--- src/rtl/sar_sm_pkg.sv ---
// ---------------------------------------------------------------------------
// sar_sm_pkg : shared types for the sign-magnitude SAR search engine
// Revision   : 1.0
// ---------------------------------------------------------------------------
`default_nettype none

package sar_sm_pkg;

  typedef enum logic [1:0] {
    S_IDLE = 2'd0,
    S_SIGN = 2'd1,
    S_MAG  = 2'd2,
    S_DONE = 2'd3
  } state_t;

  localparam logic SIGN_POS = 1'b0;
  localparam logic SIGN_NEG = 1'b1;

endpackage

`default_nettype wire

--- src/rtl/sar_sm_search.sv ---
// ---------------------------------------------------------------------------
// sar_sm_search : recovers an N-bit sign-magnitude target through GE queries
// Revision      : 1.0
// ---------------------------------------------------------------------------
`default_nettype none

module sar_sm_search
  import sar_sm_pkg::*;
#(
  parameter int N = 8
) (
  input  logic         i_clk,
  input  logic         i_rst,
  input  logic         i_start,
  output logic         o_busy,
  output logic         o_done,
  output logic [N-1:0] o_result,
  output logic [N-1:0] o_trial,
  output logic         o_trial_valid,
  input  logic         i_cmp,
  input  logic         i_cmp_valid
);

  localparam int M  = N - 1;
  localparam int KW = (M > 1) ? $clog2(M) : 1;

  state_t          r_state;
  logic [M-1:0]    r_mag;
  logic [KW-1:0]   r_k;
  logic            r_neg;
  logic [N-1:0]    r_result;

  logic            w_accept;
  logic [M-1:0]    w_bit;
  logic            w_set;
  logic [M-1:0]    w_mag_next;

  assign o_trial_valid = (r_state == S_SIGN) || (r_state == S_MAG);
  assign o_busy        = o_trial_valid;
  assign o_done        = (r_state == S_DONE);
  assign o_result      = r_result;
  assign w_accept      = o_trial_valid & i_cmp_valid;
  assign w_bit         = M'(1) << r_k;

  // A negative target ranks below a negative trial exactly when its modulus is larger.
  assign w_set      = r_neg ? ~i_cmp : i_cmp;
  assign w_mag_next = w_set ? (r_mag | w_bit) : r_mag;

  always_comb begin
    o_trial = '0;
    if (r_state == S_MAG) begin
      if (r_neg == SIGN_NEG) o_trial = {SIGN_NEG, r_mag | (w_bit - M'(1))};
      else                   o_trial = {SIGN_POS, r_mag | w_bit};
    end
  end

  always_ff @(posedge i_clk or posedge i_rst) begin
    if (i_rst) begin
      r_state  <= S_IDLE;
      r_mag    <= '0;
      r_k      <= '0;
      r_neg    <= SIGN_POS;
      r_result <= '0;
    end else begin
      case (r_state)
        S_IDLE: begin
          if (i_start) begin
            r_mag   <= '0;
            r_k     <= KW'(M - 1);
            r_neg   <= SIGN_POS;
            r_state <= S_SIGN;
          end
        end
        S_SIGN: begin
          if (w_accept) begin
            r_neg   <= i_cmp ? SIGN_POS : SIGN_NEG;
            r_state <= S_MAG;
          end
        end
        S_MAG: begin
          if (w_accept) begin
            r_mag <= w_mag_next;
            if (r_k == '0) begin
              r_result <= {r_neg, w_mag_next};
              r_state  <= S_DONE;
            end else begin
              r_k <= r_k - KW'(1);
            end
          end
        end
        default: r_state <= S_IDLE;
      endcase
    end
  end

endmodule

`default_nettype wire

--- config.mk ---
export PLATFORM = sky130hd
export DESIGN_NAME = sar_sm_search
export DESIGN_NICKNAME = d
export VERILOG_FILES = /design/src/rtl/sar_sm_pkg.sv /design/src/rtl/sar_sm_search.sv
export SDC_FILE = /design/constraint.sdc
export NUM_CORES = 1
export LEC_CHECK = 0
export CORE_ASPECT_RATIO = 0.5
export CORE_MARGIN = 5
export CORE_UTILIZATION = 35
export CTS_BUF_LIST = sky130_fd_sc_hd__clkbuf_16
export DETAILED_ROUTE_END_ITERATION = 8
export SETUP_SLACK_MARGIN = 0.05
export SKIP_CTS_REPAIR_TIMING = 1
export SLEW_MARGIN = 20
export SYNTH_ARGS = -nofsm -noshare
export SYNTH_HDL_FRONTEND = slang
export SYNTH_SLANG_ARGS = --single-unit
--- constraint.sdc ---
create_clock -name i_clk -period 2.1 [get_ports i_clk]
set_clock_uncertainty 0.15 [all_clocks]
set_input_delay 0.42 -clock i_clk [delete_from_list [all_inputs] [get_ports i_clk]]
set_output_delay 0.42 -clock i_clk [all_outputs]
set_load 0.005 [all_outputs]
==> metrics <==
aggregate routed wire length 4.12 mm; CP Launch Point r_k[0]; CP Capture Type output pin; CTS sink count 21; Power, Total 3.58 mW; final hold vios 0; TritonCTS Buffers 3; PnR worst setup slack -0.298 ns; sw frac 38.1%; gpl congestion 0.892; #FFs+latches synth 21; Yosys cell types 47; CORE AREA 3880 µm²; Synth Warn # 0; Combinational Power Share 68.8%; stages on the worst setup path 8; failing checks setup timing; Final Max Tran Viols 0; vias in the first global route 1290; Remaining Overflow, GRT 0; kind of critical path flop to output pin; Avg Cell Area, Syn 10.0 µm²; CTS H-tree depth 1; Hold Path Depth 2; sequential area share after synthesis 37.5%; setup violators final 7; TritonCTS clock tree yes; Crit path max-delay family flip-flops; Post-synth EDFFs 0; Tot GR Track Use 14.2%; initial core utilization 36.1%; Finished Core Util 59.1%; CP Cell Sequence inv_2, ha_4, nor2b_4, inv_2, ha_4, o2111a_1, o31a_1, buf_2; Pleak 1.04 nW; via count 1359; synthesis-to-layout area growth 63.7%; wire per inst 15.3 µm; via-per-instance ratio 5.05; Post-DP HPWL 2.89 mm; required time worst endpoint 1.53 ns; setup TNS -1.67 ns; Slew @ Worst Pin 0.553 ns; maximum fanout along the worst path 4; crit path buf inv count 3; relative slew slack 62.6%; RSZ-0062 raised after global routing yes; Row Count 16; Post-DRT Antenna Nets 0; syn_nets 155; CP max stage cell dfrtp_1; reg2reg path depth 8; chip height 54.7 µm; Tmin final 2.40 ns; Startpoint Class flop; pin count of the biggest net entering global routing 22; reg-to-reg critical path startpoint r_k[0]; diode count 0; clock buffer depth 2; max-cap violation count 0; Net count, final 231; Reg power frac 19.9%; Root Buffer clkbuf_16; outcome finished, violations left; # DRC 0; Chip Width 99.5 µm; antenna violations before repair 0; VDD IR max 0.000804 V; Post-Syn Area 1400 µm²; pwr/cell area 1560 nW/µm²; Reg clk slew, reported paths 0.06 ns; Final Cycle Share 114%; clock latency on the worst-skew pair 0.25 ns; die area 5450 µm²; HP Start o_result[4]; I/O Pins 24; net switching power figure 1.36 mW; Max Clock Freq 417 MHz; hold crit path type flop to flop; Pint 2.21 mW; Worst Path Arrival 1.83 ns; drt first-iter violations 52; Clk network pwr share 11.3%; Worst path max stage delay 0.40 ns; pre-CTS setup slack -0.432 ns; IO buf count 23; DR pass1 iterations 4; layout cells sized above 1 45.6%; Post-synth top flop dfrtp_1; fraction of registers with async set or reset after synthesis 100%; post-synthesis cell count 140; first-pass GRT wire length 6.00 mm
[cell usage after synthesis (2+ instances only)]
cell | number | area, µm²
mux2_2 | 3 | 33.8
buf_6 | 2 | 22.5
nand2_1 | 10 | 37.5
o21ai_0 | 5 | 25.0
clkbuf_8 | 2 | 27.5
inv_1 | 12 | 45.0
nand3b_1 | 2 | 15.0
nand2b_1 | 2 | 12.5
o31ai_1 | 2 | 15.0
ha_1 | 10 | 125
nand3_1 | 2 | 10.0
nor2b_1 | 3 | 18.8
a21oi_1 | 5 | 25.0
o21a_1 | 10 | 75.1
a31oi_1 | 5 | 31.3
mux2i_1 | 2 | 20.0
nor4_1 | 7 | 43.8
a211oi_1 | 3 | 22.5
dfrtp_1 | 21 | 526
xnor2_1 | 4 | 35.0
nor2_1 | 2 | 7.51
[placed cells by master, fill, tap and decap left out, drive strengths merged, types with 3 or more instances in the layout]
master	instances
nor4	7
dfrtp	21
nand2	10
clkdlybuf4s50	13
a21oi	5
ha	10
nor2b	4
o21a	10
a31oi	5
a211oi	3
mux2	3
clkbuf	4
o21ai	5
xnor2	4
buf	63
inv	12
mux2i	3
[final cells by class]
cell class	count	area, µm²
Inverter	12	45.0
Fill cell	337	1590
Sequential cell	21	526
Clock inverter	1	5.00
Tap cell	54	67.6
Clock buffer	3	75.1
Multi-Input combinational cell	99	931
Timing Repair Buffer	79	644
[logic make-up after synthesis]
group                    synth area share [%]
XOR/XNOR                                 3.12
AO/OA/AOI/OAI                            20.3
buffers and inverters                    8.30
flip-flops                               37.5
adder cells (fa/ha/maj)                  8.93
multiplexers                             4.82
AND/OR/NAND/NOR                          17.1
[flip-flops by register name, indices dropped and copies added, names as in the netlist]
| signal | cells |
|---|---|
| r_state | 2 |
| r_k | 3 |
| r_mag | 7 |
| r_neg | 1 |
| o_result | 8 |
[worst paths after layout]
check	endpoint	slack [ns]
min reg2reg	o_result[4]	0.32
max in group asynchronous	r_mag[4]	1.23
min	o_result[4]	0.32
min in group asynchronous	r_mag[1]	0.35
max	o_trial[6]	-0.30
max reg2reg	r_state[1]	0.11
[tightest hold or removal path, cell delays in order, from the launching register on]
cell,delay [ns]
dfrtp_1,0.34
nand2_1,0.04
o21ai_0,0.05
[metrics by stage]
stage          area (µm²)  cells  hold WS, ns
2_1_floorplan        1430    140        0.247
3_3_place_gp         1970    251        0.313
3_5_place_dp         1970    251        0.323
4_1_cts              2050    255        0.336
5_1_grt              2290    269        0.360
6_report             2290    269        0.324
[power by group through the flow]
stage	Sequential (mW)	Clock [mW]	Combinational, mW
2_1_floorplan	0.681	0	1.06
3_3_place_gp	0.706	0	1.96
3_5_place_dp	0.719	0	2.00
4_1_cts	0.712	0.414	2.02
5_1_grt	0.732	0.431	2.67
6_report	0.713	0.405	2.46
[per-layer routing]
metal,vias up,wire (µm),GRT usage (%)
met5,-,0,0
met3,6,123,3.18
met1,665,1880,17.7
met4,0,56,4.31
li1,659,-,-
met2,29,2060,25.3
Power figures use the tool's default switching activity.
